`config.mk`:
```
export PLATFORM = sky130hd
export DESIGN_NAME = traffic_phase_controller
export DESIGN_NICKNAME = d
export VERILOG_FILES = /design/src/rtl/traffic_pkg.sv /design/src/rtl/traffic_rr_arbiter.sv /design/src/rtl/traffic_phase_controller.sv
export SDC_FILE = /design/constraint.sdc
export NUM_CORES = 1
export LEC_CHECK = 0
export ABC_AREA = 1
export CORE_UTILIZATION = 25
export DETAILED_ROUTE_END_ITERATION = 7
export PLACE_DENSITY = 0.45
export SYNTH_ARGS = -nofsm -noshare
export SYNTH_HDL_FRONTEND = slang
export SYNTH_SLANG_ARGS = --single-unit
```
`constraint.sdc`:
```
create_clock -name clk -period 3.4 [get_ports clk]
set_input_delay 1.02 -clock clk [delete_from_list [all_inputs] [get_ports clk]]
set_output_delay 1.02 -clock clk [all_outputs]
set_load 0.02 [all_outputs]
```
`src/rtl/traffic_pkg.sv`:
```
// traffic_pkg: lamp codes and phase encoding shared by the traffic controller
package traffic_pkg;
  localparam logic [2:0] LAMP_RED    = 3'b100;
  localparam logic [2:0] LAMP_GREEN  = 3'b010;
  localparam logic [2:0] LAMP_YELLOW = 3'b001;
  typedef enum logic [1:0] {
    PH_GREEN   = 2'b00,
    PH_YELLOW  = 2'b01,
    PH_ALL_RED = 2'b10
  } phase_e;
endpackage

```
`src/rtl/traffic_rr_arbiter.sv`:
```
// traffic_rr_arbiter: first requesting road after cur (wrapping, cur excluded), with found flag
module traffic_rr_arbiter #(
  parameter int NUM_ROADS = 2,
  localparam int RW = NUM_ROADS > 1 ? $clog2(NUM_ROADS) : 1
) (
  input  logic [NUM_ROADS-1:0] req,
  input  logic [RW-1:0]        cur,
  output logic [RW-1:0]        grant,
  output logic                 found
);
  logic [RW-1:0] j;
  always_comb begin
    grant = cur;
    found = 1'b0;
    j = '0;
    for (int i = NUM_ROADS - 1; i >= 1; i--) begin
      j = RW'((int'(cur) + i) % NUM_ROADS);
      if (req[j]) begin
        grant = j;
        found = 1'b1;
      end
    end
  end
endmodule

```
`src/rtl/traffic_phase_controller.sv`:
```
// traffic_phase_controller: N-road demand-actuated light sequencer with phase timer and all-red clearance
// Define TRAFFIC_PREEMPT_EN to add the preempt/preempt_road override inputs.
module traffic_phase_controller import traffic_pkg::*; #(
  parameter int NUM_ROADS     = 2,
  parameter int GREEN_CYCLES  = 10,
  parameter int YELLOW_CYCLES = 3,
  parameter int ALLRED_CYCLES = 1,
  parameter int CNT_W         = 8,
  localparam int RW = NUM_ROADS > 1 ? $clog2(NUM_ROADS) : 1
) (
  input  logic                   clk,
  input  logic                   rst,
  input  logic [NUM_ROADS-1:0]   req,
`ifdef TRAFFIC_PREEMPT_EN
  input  logic                   preempt,
  input  logic [RW-1:0]          preempt_road,
`endif
  output logic [3*NUM_ROADS-1:0] led_traffic,
  output logic [RW-1:0]          active_road,
  output logic [1:0]             phase,
  output logic [NUM_ROADS-1:0]   calls
);
  localparam logic [CNT_W-1:0] T_GREEN  = CNT_W'(GREEN_CYCLES - 1);
  localparam logic [CNT_W-1:0] T_YELLOW = CNT_W'(YELLOW_CYCLES - 1);
  localparam logic [CNT_W-1:0] T_ALLRED = CNT_W'(ALLRED_CYCLES - 1);

  phase_e                 phase_q, phase_d;
  logic [RW-1:0]          road_q, road_d, rr_grant, rr_road, road_inc, next_road;
  logic [CNT_W-1:0]       timer_q, timer_d;
  logic [NUM_ROADS-1:0]   calls_q, calls_d;
  logic                   rr_found, timer_zero, others, leave;

  traffic_rr_arbiter #(.NUM_ROADS(NUM_ROADS)) u_arb (
    .req   (calls_q),
    .cur   (road_q),
    .grant (rr_grant),
    .found (rr_found)
  );

  assign timer_zero = timer_q == '0;
  assign others     = |(calls_q & ~(NUM_ROADS'(1) << road_q));
  assign road_inc   = (road_q == RW'(NUM_ROADS - 1)) ? '0 : road_q + 1'b1;
  assign rr_road    = rr_found ? rr_grant : road_inc;
`ifdef TRAFFIC_PREEMPT_EN
  assign leave     = preempt ? (road_q != preempt_road) : (timer_zero && others);
  assign next_road = preempt ? preempt_road : rr_road;
`else
  assign leave     = timer_zero && others;
  assign next_road = rr_road;
`endif

  always_comb begin
    phase_d = phase_q;
    road_d  = road_q;
    timer_d = timer_zero ? '0 : timer_q - 1'b1;
    calls_d = calls_q | req;
    case (phase_q)
      PH_GREEN: if (leave) begin
        phase_d = PH_YELLOW;
        timer_d = T_YELLOW;
      end
      PH_YELLOW: if (timer_zero) begin
        phase_d = PH_ALL_RED;
        timer_d = T_ALLRED;
      end
      PH_ALL_RED: if (timer_zero) begin
        phase_d = PH_GREEN;
        timer_d = T_GREEN;
        road_d  = next_road;
        calls_d[next_road] = 1'b0;
      end
      default: begin
        phase_d = PH_ALL_RED;
        timer_d = '0;
      end
    endcase
  end

  always_ff @(posedge clk or posedge rst)
    if (rst) begin
      phase_q <= PH_GREEN;
      road_q  <= '0;
      timer_q <= T_GREEN;
      calls_q <= '0;
    end else begin
      phase_q <= phase_d;
      road_q  <= road_d;
      timer_q <= timer_d;
      calls_q <= calls_d;
    end

  for (genvar k = 0; k < NUM_ROADS; k++) begin : g_lamp
    assign led_traffic[3*k +: 3] = (road_q != RW'(k)) ? LAMP_RED :
                                   (phase_q == PH_GREEN) ? LAMP_GREEN :
                                   (phase_q == PH_YELLOW) ? LAMP_YELLOW : LAMP_RED;
  end

  assign active_road = road_q;
  assign phase       = phase_q;
  assign calls       = calls_q;
endmodule
```
### Yosys cells after proc, flatten, opt, wreduce, memory -nomap -nowiden

Cells that the tools add are included.

| storage, ports and cells | value |
|---|---|
| memories kept | 0 |
| latch bits | 0 |
| flip-flop bits (word level) | 13 |
| RAM bits | 0 |
| input bits | 4 |
| bits in read-only memories | 0 |

| operators by class | value |
|---|---|
| bitwise operators | 5 |
| equal/unequal tests | 5 |
| $mul | 0 |
| div/mod/pow operators | 0 |
| shifts and indexed selects | 1 |
| reductions and logical operators | 7 |
| add/sub/neg operators | 3 |
| magnitude comparators | 3 |
| muxes and demuxes | 23 |

Operators with widths:

| cell | number |
|---|---|
| 8-bit two-way mux | 4 |
| 8-bit case mux with 3 select lines | 1 |
| 3-bit two-way mux | 4 |
| 2-bit two-way mux | 5 |
| 8-bit zero test | 1 |
| 8-bit by 1-bit subtractor with 8-bit output (second input constant) | 1 |
| 1-bit two-way mux | 7 |
| 2-bit inequality test (second input constant) | 3 |
| 2-bit case mux with 3 select lines | 1 |
| 2-bit AND | 2 |
| 1-bit by 2-bit < comparator with 1-bit output (second input constant) | 2 |
| 2-bit inverter | 2 |
| 3-bit AND reduction | 1 |
| 1-bit adder (second input constant) | 2 |
| 2-bit by 1-bit equality test with 1-bit output (second input constant) | 1 |
| 2-bit equality test (second input constant) | 1 |
| 1-bit logical AND | 2 |
| 2-bit zero test | 1 |
| 2-bit bitwise OR | 1 |
| 2-bit AND reduction | 1 |
| 2-bit OR reduction | 1 |
| 1-bit by 1-bit << shifter with 2-bit output (first input constant) | 1 |
| 1-bit demux with 1-bit select | 1 |
| 1-bit >= comparator (second input constant) | 1 |

### Depth between registers and ports, before layout

Gate-level depths: netlist of the first run.

| logic depth | value |
|---|---|
| depth after elaboration | 13 |
| gate-level depth with buffers | 7 |

### By module

Synthesis of the first run repeated with hierarchy kept, for this count alone.

| unflattened totals | value |
|---|---|
| cell total of the unflattened synthesis | 102 |
| area total of the unflattened synthesis | 805.8 µm² |

Modules (own cells, without submodules):

| module | instances | area each (µm²) | sequential area each (µm²) | cells an instance |
|---|---|---|---|---|
| traffic_phase_controller | 1 | 777.0 | 327.8 | 95 |
| traffic_rr_arbiter | 1 | 28.8 | 0.0 | 7 |

### Worst setup path after synthesis of the first run

OpenSTA, ideal clock, no wires.

| timing path | value |
|---|---|
| path type | register -> output |
| start point | register road_q (netlist: active_road) |
| end point | output led_traffic[0] |
| required time | 2380 ps |
| setup slack | 1269 ps |
| stages on the path, launching flop included | 4 |
| path buffers | 0 |
| arrival | 1111 ps |
| path through | dfrtp_1 > inv_1 > nand2_1 > nor2_1 |

| between the ends | value |
|---|---|
| word-level cells in the longest chain between the ends | 1 |

Ends and longest elaborated chain:

| item | RTL line | RTL |
|---|---|---|
| from (decl) | traffic_phase_controller.sv:28 | `logic [RW-1:0] road_q, road_d, rr_grant, rr_road, road_inc, next_road;` |
| from (signal assigned) | traffic_phase_controller.sv:87 | `road_q <= road_d;` |
| 3-bit two-way mux | traffic_phase_controller.sv:93 | `assign led_traffic[3*k +: 3] = (road_q != RW'(k)) ? LAMP_RED :` |
| to (decl) | traffic_phase_controller.sv:18 | `output logic [3*NUM_ROADS-1:0] led_traffic,` |

No other way between the ends.

### Final worst setup path of the first run

| timing path | value |
|---|---|
| start point | register road_q (netlist: active_road) |
| end point | output led_traffic[1] |

Same word-level chain as after synthesis.

==> run metrics, run 1 <==
core area=2567 um^2; clock transition at the registers of the reported paths=80 ps; Setup Skew=2.058 ps; Final Cycle Share=0.7856; DR WL/cell=10.22 um; Nets=114; leak pwr=0.4419 nW; post-layout util=0.3548; pin count of the biggest net entering global routing=14; reg-to-reg startpoint=timer_q[0]$_DFF_PP1_; Clock Path Buffers=2; Post-Syn Nets=95; Setup-failing EPs final=0; syn_area_per_cell=7.855 um^2; flop2flop setup slack=1940 ps; sequential-to-total area share from yosys stat=0.4637; Die H=55.18 um; Pwr Density=860.6 nW/um^2; Pwr Total=0.0007839 W; global route total overflow=0; number of global-route vias before repair=547; hold_sp=timer_q[7]$_DFF_PP0_; final setup TNS=0 ps; worst path required time=2380 ps; detailed-route DRC error count=0; Hold Path Class=reg -> reg; Area Overhead vs Synth=28.85%; Max Cap Viol=0; die area=3044 um^2; CTS tree=yes; startpoint types=flop; Mapped Cells=90; Syn Std Cell Area=706.9 um^2; status=completed; root buf cell=clkbuf_4; Cell Rows=18; die width=55.18 um; layout cell share with drive strength beyond 1=0.1574; Synth cell types=19; Clock Latency Late Sink=280 ps; vias=587; post-route ant nets=0; vias per inst=4.254; hold buffer count at CTS=0; TritonCTS buffer count=3; n_diodes=0; initial antenna violation count=0; final wirelength=1.411 mm; H-tree levels=1; Max-slew headroom=0.6518; DR iter-0 viols=7; top cell type's share of synthesized area=0.3894; Critical Path Sink Type=output port; Tot GR Track Use=0.1116; Synth area leaders=dfrtp_1 39%, nor2_1 11%, nand2_1 10%, dfstp_2 7.4%, inv_1 6.9%; Detailed Routing Iterations Pass 1=4; first-pass GRT wire length=2.325 mm; Fmax achieved=374.4 MHz; DP HPWL=1.053 mm; crit path from=active_road$_DFFE_PP0P_; Initial Util=0.2753; Crit Path Max Fanout=6; Ys Warns=0; Yosys top cell by area=dfrtp_1; # clock sinks=13; number of synthesized register bits=13; Final Hold Viols=0; Slew Limit Fails=0; crit path DAT=1650 ps; post-CTS sizing=0; PortBufs=14; Setup Buffers After CTS=0; Worst VDD drop=0.5368 mV; slew at the pin with the worst max-slew slack=521.7 ps; Tmin final=2671 ps; io pins=15; Crit Path Category=reg -> out; routability congestion estimate from global placement=0.6882; RSZ-0062 raised after global routing=no
-- worst max-delay path, stage by stage, from the launching register on --
cell	delay [ps]
dfrtp_1	450
inv_1	130
nand2_1	100
nor2_1	90
clkdlybuf4s50_1	620
-- synthesized netlist by cell type --
library cell  instances
xor2_1                2
nand3_2               2
inv_1                13
nand2_1              19
nor2_2                3
xnor2_1               1
nor2_1               21
o21ai_0               1
o21ai_1               1
a21oi_1               2
ha_1                  1
nand3_1               4
or2_2                 2
o21ai_2               1
a21oi_2               1
dfstp_2               2
dfrtp_1              11
nand2_2               2
nor2_8                1
-- where the power goes --
part / internal [W] / switching (W) / leakage (nW)
Clock: 0.0000455 / 0.0000538 / 0.0150
Combinational: 0.000166 / 0.000234 / 0.276
Sequential: 0.000226 / 0.0000588 / 0.151
-- layer usage --
metal / vias up / global-route usage / share of wire
li1: 310 / - / -
met2: 14 / 0.1847 / 0.45
met3: 0 / 0.05738 / 0.045
met4: 0 / 0.01250 / 0
met1: 263 / 0.1322 / 0.50
met5: - / 0 / 0
-- kinds of logic after synthesis --
logic type / after synthesis / share of synthesized area
compound gates: 6 / 0.05309
xor+xnor: 3 / 0.03717
fa+ha+maj: 1 / 0.01770
buf+inv: 13 / 0.06903
flops: 13 / 0.4637
simple gates: 54 / 0.3593
-- placed cells by master, fill, tap and decap left out --
cell type         n
a21oi_1           2
a21oi_2           1
clkbuf_1          1
clkbuf_4          3
clkdlybuf4s50_1  14
dfrtp_1          11
dfstp_2           2
ha_1              1
inv_1            13
nand2_1          19
nand2_2           2
nand3_1           4
nand3_2           2
nor2_1           21
nor2_2            3
nor2_8            1
o21ai_0           1
o21ai_1           1
o21ai_2           1
or2_2             2
xnor2_1           1
xor2_1            2
-- registers in the layout (all words and copies together), names as in the netlist --
signal / count
active_road: 1
calls: 2
timer_q: 8
phase: 2
-- area by class of cell --
type	instances	area [um^2]
timing repair buffer	14	140.1
tap	30	37.54
inverter	13	48.80
multi-input combinational	64	330.3
clock buffer	4	26.28
sequential	13	327.8
fill	292	1657
-- through the flow --
stage                     instance area [um^2]  setup slack (ps)  hold slack, ps  instances
after CTS                                910.9             715.1           552.7        138
after global routing                     910.9             644.6           581.1        138
final                                    910.9             729.0           546.1        138
after global placement                   884.6              1009           528.9        134
after floorplan                          706.9              1269           504.8         90
after detailed placement                 884.6              1039           533.3        134
-- final timing paths --
check	endpoint	cells past startpoint
min in group asynchronous	calls[0]$_DFF_PP0_	2
hold / removal	timer_q[7]$_DFF_PP0_	3
setup reg to reg	phase[0]$_DFFE_PP0P_	7
max in group asynchronous	timer_q[3]$_DFF_PP1_	2
hold reg to reg	timer_q[7]$_DFF_PP0_	3
setup / recovery	led_traffic[1]	4
(Power assumes the default switching activity.)
==> inputs of run 2 (changes only) <==
==> constraint.sdc (replaced) <==
create_clock -name clk -period 2.8 [get_ports clk]
set_input_delay 0.84 -clock clk [delete_from_list [all_inputs] [get_ports clk]]
set_output_delay 0.84 -clock clk [all_outputs]
set_load 0.02 [all_outputs]
==> run metrics, run 2 (synthesis results as in run 1) <==
RSZ-0062 raised after global routing=no; Crit Path Max Fanout=6; Tot GR Track Use=0.1207; global route total overflow=0; Crit Path Category=reg -> out; root buf cell=clkbuf_4; Buf/Inv on CP=2; H-tree levels=1; Tmin final=2488 ps; post-route cell area=910.9 um^2; Setup Buffers After CTS=0; Max-slew headroom=0.6512; number of global-route vias before repair=574; core area=2567 um^2; layout cell share with drive strength beyond 1=0.1574; Area Overhead vs Synth=28.85%; startpoint types=flop; DR iter-0 viols=6; pin count of the biggest net entering global routing=14; DP HPWL=1.062 mm; first-pass GRT wire length=2.504 mm; worst path required time=1960 ps; leak pwr=0.4419 nW; CTS tree=yes; final wirelength=1.438 mm; n_diodes=0; detailed-route DRC error count=0; Detailed Routing Iterations Pass 1=4; dpl ws=628.5 ps; critical path, cell by cell=inv_1, nand2_1, nor2_1, clkdlybuf4s50_1; max reg flops=8; Top reg by flops=timer_q; DR WL/cell=10.42 um; Clock Path Buffers=2; hold buffer count at CTS=0; final setup TNS=0 ps; clock transition at the registers of the reported paths=80 ps; Hold Path Class=reg -> reg; fin worst setup slack=312.4 ps; Setup Skew=1.436 ps; initial antenna violation count=0; vias per inst=4.232; placed instance area=884.6 um^2; Critical Path Sink Type=output port; Clock Latency Late Sink=270 ps; Cell Rows=18; post-CTS sizing=0; Slew Limit Fails=0; crit path DAT=1650 ps; Pwr Density=1044 nW/um^2; Worst VDD drop=0.7398 mV; Initial Util=0.2753; Final Cycle Share=0.8884; slew at the pin with the worst max-slew slack=522.7 ps; vias=584; TritonCTS buffer count=3; io pins=15; commonest non-fill, non-tap cell in the layout=nor2_1; Max Cap Viol=0; Final Hold Viols=0; Fmax achieved=402.0 MHz; most frequent cells in the layout=21 x nor2_1, 19 x nand2_1, 14 x clkdlybuf4s50_1; delay-heaviest family, CP=buffers and inverters; routability congestion estimate from global placement=0.6887; Die H=55.18 um; die width=55.18 um; Nets=114; PortBufs=14; die area=3044 um^2; Critical Path Max Stage Delay=610 ps; post-route ant nets=0; Setup-failing EPs final=0; Critical Path Slowest Stage Cell=clkdlybuf4s50_1; status=completed; # clock sinks=13
## run 2: worst paths after layout
check                                        start                    to  slack (ps)  depth (start not counted)
setup / recovery           active_road$_DFFE_PP0P_        led_traffic[1]         310                          4
hold / removal                timer_q[7]$_DFF_PP0_  timer_q[7]$_DFF_PP0_         540                          2
setup reg to reg              timer_q[0]$_DFF_PP1_  timer_q[3]$_DFF_PP1_        1320                          7
hold reg to reg               timer_q[7]$_DFF_PP0_  timer_q[7]$_DFF_PP0_         540                          2
max in group asynchronous                      rst  timer_q[3]$_DFF_PP1_        1550                          2
min in group asynchronous                      rst    calls[0]$_DFF_PP0_         890                          2
## run 2: area by class of cell
class                           instances  area, um^2
Inverter                               13       48.80
Clock buffer                            4       26.28
Sequential cell                        13       327.8
Fill cell                             290        1657
Timing Repair Buffer                   14       140.1
Tap cell                               30       37.54
Multi-Input combinational cell         64       330.3
## run 2: worst min-delay path, stage by stage (launching register included)
cell and delay (ps):
dfrtp_1 370, nor2_1 50, nor2_1 90
## run 2: stage by stage
stage          hold WS [ps]  cells  total power, W    util
2_1_floorplan         504.8     90       0.0006773       -
3_3_place_gp          528.8    134       0.0008443  0.3445
3_5_place_dp          532.9    134       0.0008400  0.3445
4_1_cts               555.6    138       0.0009697  0.3548
5_1_grt               591.5    138        0.001035  0.3548
6_report              544.4    138       0.0009512  0.3548
## run 2: routing by layer
layer,vias up,GRT usage,part of all wire
met5,-,0,0
met4,0,0.01250,0
met3,0,0.06011,0.049
met2,14,0.2048,0.45
met1,263,0.1407,0.50
li1,307,-,-
## run 2: report_power, final
group / switching [W] / total [W] / internal (W)
clock: 0.0000643 / 0.000119 / 0.0000552
sequential: 0.0000715 / 0.000346 / 0.000275
combinational: 0.000284 / 0.000485 / 0.000201
